### src/rtl/mem_arb_pkg.sv
// Shared core definitions for the memory arbiter: bus widths, FSM state
// encoding and transaction-owner encoding.
package mem_arb_pkg;

  // Byte-strobe width of the 32-bit data path.
  localparam int WSTRB_W = 4;

  // Arbiter FSM: wait for a request, present it to memory, wait for the reply.
  typedef enum logic [1:0] {
    IDLE = 2'd0,
    REQ  = 2'd1,
    RESP = 2'd2
  } arb_state_t;

  // Which requester owns the in-flight transaction. The encoding doubles as
  // the grant-vector bit index (bit 0 = IFU, bit 1 = LSU).
  typedef enum logic {
    OWNER_IFU = 1'b0,
    OWNER_LSU = 1'b1
  } owner_t;

endpackage

### src/rtl/mem_arb_rr_arb2.sv
// Two-way round-robin grant. Bit 0 is the IFU and bit 1 is the LSU.
// 'last' names the requester granted most recently (0 = IFU, 1 = LSU).
module mem_arb_rr_arb2 (
  input  logic [1:0] req,
  input  logic       last,
  output logic [1:0] grant
);

  // A lone requester always wins; on a tie the requester not granted last wins.
  always_comb begin
    grant = 2'b00;
    case (req)
      2'b01:   grant = 2'b01;
      2'b10:   grant = 2'b10;
      2'b11:   grant = last ? 2'b01 : 2'b10;
      default: grant = 2'b00;
    endcase
  end

endmodule

### src/rtl/mem_arb.sv
// Arbitrates the instruction-fetch and load/store ports onto one shared
// memory port, with at most one transaction in flight at a time.
module mem_arb
  import mem_arb_pkg::*;
#(
  parameter int XLEN = 32
) (
  input  logic               clk,
  input  logic               rst,
  // instruction fetch port
  input  logic               ifu_req_valid,
  output logic               ifu_req_ready,
  input  logic [XLEN-1:0]    ifu_req_addr,
  output logic               ifu_rsp_valid,
  output logic [XLEN-1:0]    ifu_rsp_rdata,
  // load/store port
  input  logic               lsu_req_valid,
  output logic               lsu_req_ready,
  input  logic [XLEN-1:0]    lsu_req_addr,
  input  logic               lsu_req_wen,
  input  logic [WSTRB_W-1:0] lsu_req_wstrb,
  input  logic [XLEN-1:0]    lsu_req_wdata,
  output logic               lsu_rsp_valid,
  output logic [XLEN-1:0]    lsu_rsp_rdata,
  // shared memory port
  output logic               mem_req_valid,
  input  logic               mem_req_ready,
  output logic [XLEN-1:0]    mem_req_addr,
  output logic               mem_req_wen,
  output logic [WSTRB_W-1:0] mem_req_wstrb,
  output logic [XLEN-1:0]    mem_req_wdata,
  input  logic               mem_rsp_valid,
  input  logic [XLEN-1:0]    mem_rsp_rdata
);

  arb_state_t         r_state;
  owner_t             r_owner;
  owner_t             r_last_grant;
  logic               r_mem_req_valid;
  logic [XLEN-1:0]    r_addr;
  logic               r_wen;
  logic [WSTRB_W-1:0] r_wstrb;
  logic [XLEN-1:0]    r_wdata;

  logic [1:0]         w_req;
  logic [1:0]         w_grant;
  logic               w_rsp_fire;

  // Requests are only offered to the arbiter while idle, so req_ready can
  // never rise while a transaction is still in flight.
  assign w_req = (r_state == IDLE) ? {lsu_req_valid, ifu_req_valid} : 2'b00;

  mem_arb_rr_arb2 u_rr (
    .req   (w_req),
    .last  (r_last_grant == OWNER_LSU),
    .grant (w_grant)
  );

  assign ifu_req_ready = w_grant[0];
  assign lsu_req_ready = w_grant[1];

  // Responses only count while waiting for one; anything else is dropped.
  assign w_rsp_fire    = (r_state == RESP) && mem_rsp_valid;
  assign ifu_rsp_valid = w_rsp_fire && (r_owner == OWNER_IFU);
  assign lsu_rsp_valid = w_rsp_fire && (r_owner == OWNER_LSU);
  assign ifu_rsp_rdata = mem_rsp_rdata;
  assign lsu_rsp_rdata = mem_rsp_rdata;

  assign mem_req_valid = r_mem_req_valid;
  assign mem_req_addr  = r_addr;
  assign mem_req_wen   = r_wen;
  assign mem_req_wstrb = r_wstrb;
  assign mem_req_wdata = r_wdata;

  // Arbiter FSM: latch the winner, hold the request until accepted, await reply.
  always_ff @(posedge clk) begin
    if (rst) begin
      r_state         <= IDLE;
      r_owner         <= OWNER_IFU;
      r_last_grant    <= OWNER_IFU;
      r_mem_req_valid <= 1'b0;
      r_addr          <= '0;
      r_wen           <= 1'b0;
      r_wstrb         <= '0;
      r_wdata         <= '0;
    end else begin
      case (r_state)
        IDLE: begin
          if (w_grant[1]) begin
            r_owner         <= OWNER_LSU;
            r_last_grant    <= OWNER_LSU;
            r_addr          <= lsu_req_addr;
            r_wen           <= lsu_req_wen;
            r_wstrb         <= lsu_req_wstrb;
            r_wdata         <= lsu_req_wdata;
            r_mem_req_valid <= 1'b1;
            r_state         <= REQ;
          end else if (w_grant[0]) begin
            // Fetches are always plain reads.
            r_owner         <= OWNER_IFU;
            r_last_grant    <= OWNER_IFU;
            r_addr          <= ifu_req_addr;
            r_wen           <= 1'b0;
            r_wstrb         <= '0;
            r_wdata         <= '0;
            r_mem_req_valid <= 1'b1;
            r_state         <= REQ;
          end
        end
        REQ: begin
          if (mem_req_ready) begin
            r_mem_req_valid <= 1'b0;
            r_state         <= RESP;
          end
        end
        RESP: begin
          if (mem_rsp_valid) begin
            r_state <= IDLE;
          end
        end
        default: begin
          r_mem_req_valid <= 1'b0;
          r_state         <= IDLE;
        end
      endcase
    end
  end

endmodule

### config.mk
export PLATFORM = sky130hd
export DESIGN_NAME = mem_arb
export DESIGN_NICKNAME = d
export VERILOG_FILES = /design/src/rtl/mem_arb_pkg.sv /design/src/rtl/mem_arb_rr_arb2.sv /design/src/rtl/mem_arb.sv
export SDC_FILE = /design/constraint.sdc
export NUM_CORES = 1
export LEC_CHECK = 0
export ABC_CLOCK_PERIOD_IN_PS = 1500
export BUFFER_PORTS_ARGS = -buffer_cell sky130_fd_sc_hd__buf_4
export CORE_AREA = 2 2 107 109
export CTS_CLUSTER_SIZE = 20
export DETAILED_ROUTE_END_ITERATION = 6
export DIE_AREA = 0 0 109 111
export GPL_TIMING_DRIVEN = 1
export PLACE_DENSITY = 0.74
export SLEW_MARGIN = 20
export SYNTH_ARGS = -nofsm -noshare
export SYNTH_HDL_FRONTEND = slang
export SYNTH_SLANG_ARGS = --single-unit
export TNS_END_PERCENT = 20
### constraint.sdc
create_clock -name clk -period 1.5 [get_ports clk]
set_input_delay 0.375 -clock clk [delete_from_list [all_inputs] [get_ports clk]]
set_output_delay 0.375 -clock clk [all_outputs]
set_load 0.02 [all_outputs]
==> Flow_metrics.wiki <==
{| class="wikitable"
! Metric !! Value
|-
| Status || finished, violations left
|-
| Failing checks || negative setup slack
|-
| Die Wd || 109 µm
|-
| Max-cap check violation count || 0
|-
| Total clock buffers created by CTS || 9
|-
| Effective utilization at floorplan || 32.9%
|-
| Setup crit end kind || output port
|-
| CTS Hold Buffers Added || 0
|-
| Maximum achievable frequency || 605 MHz
|-
| Clock sinks || 73
|-
| Largest cells by area after synthesis || sky130_fd_sc_hd__dfxtp_1, sky130_fd_sc_hd__buf_4, sky130_fd_sc_hd__a21oi_1
|-
| Leak || about 0.0022 µW
|-
| Biggest area consumer among synthesized cells || sky130_fd_sc_hd__dfxtp_1
|-
| GRT Util Overall || 19.5%
|-
| Number of placement rows || 39
|-
| Synthesized Nets || a little under 600
|-
| DRT iter0 DRCs || ~390
|-
| Port bufs || 180
|-
| Total power consumption of the routed design || 6010 µW
|-
| I/O pin count || 277
|-
| Die Area || 12100 µm²
|-
| Total via count in the routed design || 3805
|-
| Setup repair after global routing missed its margin || yes
|-
| Synth-to-Final Area Change || 44.1%
|-
| Clock network latency to the later pin of the worst-skew pair || between 300 and 400 ps
|-
| Final ANT Viol Nets || 0
|-
| Root Buffer || sky130_fd_sc_hd__clkbuf_16
|-
| Power density over the cells || 1140 nW/µm²
|-
| Layout cells sized above 1 || 44.5%
|-
| Total congestion overflow after global routing || 0
|-
| Number of instances in the synthesized netlist || ~450
|-
| Startpoint-to-endpoint class of the critical path || reg2out
|-
| Relative slew margins || between 60% and 70%
|-
| Netlist Area Pre-Place || approximately 3600 µm²
|-
| Antenna violations before repair || 0
|-
| Data arrival time at the worst-slack endpoint || 1280 ps
|-
| Final cell utilization of the core || 47.4%
|-
| Number of H-tree levels || 3
|-
| Height of the chip || 111 µm
|-
| Area used by multi-input combinational logic || 1550 µm²
|-
| Final hold viol count || 0
|-
| Final Max Tran Viols || 0
|-
| Actual transition at the worst max-transition pin || 527 ps
|-
| Number of synthesized register bits || 73
|-
| Seq. cell area || between 1000 and 1500 µm²
|-
| Count of TritonRoute iterations in the first routing pass || 5
|-
| Clock Path Buffers || 2
|-
| CP Data Required Time || approximately 1100 ps
|-
| Number of nets in the finished design || about 700
|-
| Sequential element share of the synthesized area || 40.1%
|-
| Vias per inst || 5.40
|-
| Critical path startpoint category || flip-flop
|-
| Maximum number of pins on one net before global-route repair || 54
|-
| Unique cell type count in the Yosys netlist || 23
|-
| Placeable core area || 11100 µm²
|-
| Routed length per placed instance || 17.1 µm
|-
| DRC violation count after routing || 0
|-
| Type of the tightest min-delay check || in2reg
|-
| Fraction of synthesized cell area taken by the top area cell type || 40.1%
|-
| Smallest setup slack after layout || -153 ps
|-
| Worst setup slack before clock tree synthesis || -117 ps
|-
| Maximum ir drop on the vdd rail || 0.431 mV
|-
| Synth Warn # || 0
|-
| Shortest period the worst path allows || ~1700 ps
|-
| Total of endpoints with negative setup slack in the final report || 21
|-
| Vias in the first global route || approximately 3800
|-
| Crit path max fanout || 4
|-
| Number of inserted filler cells in the final layout || 1063
|-
| Post-CTS clock slew at the launch and capture registers of the worst setup and hold paths || roughly 50 ps
|-
| Total wirelength of the detailed-routed design || 12000 µm
|-
| Setup slack, reg-to-reg || -70 ps
|-
| Layout Skew || 4.36 ps
|-
| Global-route wire length before repair || 18600 µm
|-
| Mean instance size in the synthesized netlist || 8.05 µm²
|-
| Post-route fraction of the period consumed by the critical path || 110%
|-
| CTS tree || done
|-
| Final HPWL from detailed placement || 7710 µm
|-
| Gpl congestion || 0.729
|-
| Number of antenna diodes || 0
|}
==> placed cells by master (no fill, tap or decap), types with 8 or more instances in the layout <==
| cell | count |
|---|---|
| sky130_fd_sc_hd__nand3_1 | 69 |
| sky130_fd_sc_hd__a311oi_1 | 30 |
| sky130_fd_sc_hd__clkbuf_16 | 9 |
| sky130_fd_sc_hd__a21oi_2 | 11 |
| sky130_fd_sc_hd__o21ai_0 | 63 |
| sky130_fd_sc_hd__buf_12 | 8 |
| sky130_fd_sc_hd__a21oi_1 | 62 |
| sky130_fd_sc_hd__dfxtp_1 | 70 |
| sky130_fd_sc_hd__buf_4 | 190 |
| sky130_fd_sc_hd__o21ai_1 | 9 |
==> repair_timing <==
action                     in CTS  in global routing
pin swaps                      15                 12
cloned                          3                  0
setup endpoints to repair      35                 70
setup buffers                   7                  1
resized for setup              21                 21
==> cells by family after synthesis <==
logic type	after synthesis	share of synthesized area, %
and+or+nand+nor	86	11.7
AOI/OAI and AO/OA	179	28.4
buffers and inverters	115	19.8
DFF	73	40.1
==> area by class of cell <==
type,instances,area share [%]
Sequential cell,73,27.9
Timing Repair Buffer,209,33.8
Inverter,2,0.143
Tap cell,143,3.41
Clock buffer,13,5.14
Multi-Input combinational cell,265,29.6
==> power breakdown <==
| group | internal (µW) | switching, µW | total [µW] | leakage [µW] |
|---|---|---|---|---|
| logic | 858 | 926 | 1780 | 0.00148 |
| registers | 2130 | 105 | 2230 | 0.000603 |
| clock network | 1230 | 766 | 1990 | 0.000134 |
| total | 4210 | 1800 | 6010 | 0.00221 |
==> metrics by stage <==
step,std cells,TNS [ps],hold slack [ps],area [µm²]
final,705,-1150,328,5250
after CTS,704,-1440,308,5180
after floorplan,453,-7.99,531,3650
after global routing,705,-5390,320,5250
after global placement,681,-2010,449,4690
after detailed placement,681,-4630,453,4690
==> Yosys cell counts (all sizes together) <==
master	number
inv	2
buf	86
and3	1
nor2	6
nand2	5
nor2b	1
a311oi	32
nand3	69
clkbuf	27
o21ai	72
dfxtp	73
a211o	1
a211oi	1
nand2b	1
nand3b	1
a21oi	73
or2	2
==> critical path, cell delays in order (launching register included) <==
cell and delay [ps]:
sky130_fd_sc_hd__dfxtp_2 320, sky130_fd_sc_hd__buf_6 130, sky130_fd_sc_hd__a211oi_4 230, sky130_fd_sc_hd__nand2_2 110, sky130_fd_sc_hd__inv_2 70, sky130_fd_sc_hd__buf_6 110
==> metal layers <==
layer / vias up / global-route usage, % / share of wire, %
li1: 1786 / - / -
met1: 1762 / 22.5 / 39
met2: 219 / 31.8 / 48
met3: 38 / 6.29 / 9.8
met4: 0 / 10.0 / 3.0
met5: - / 0 / 0
==> final timing paths <==
| check | end | from | cells after the start |
|---|---|---|---|
| setup / recovery | lsu_req_ready | r_state[0] | 5 |
| hold / removal | mem_req_wdata[7] | lsu_req_wdata[7] | 3 |
| setup reg to reg | mem_req_addr[26] | r_state[0] | 6 |
| hold reg to reg | mem_req_valid | mem_req_valid | 2 |
==> state kept, by name, indices dropped and copies added, names as in the netlist <==
register and flops:
mem_req_addr 32, mem_req_wdata 32, mem_req_wstrb 4, r_state 2
mem_req_valid 1, mem_req_wen 1, r_last_grant 1
No activity file was read; power rests on OpenSTA's default activity.
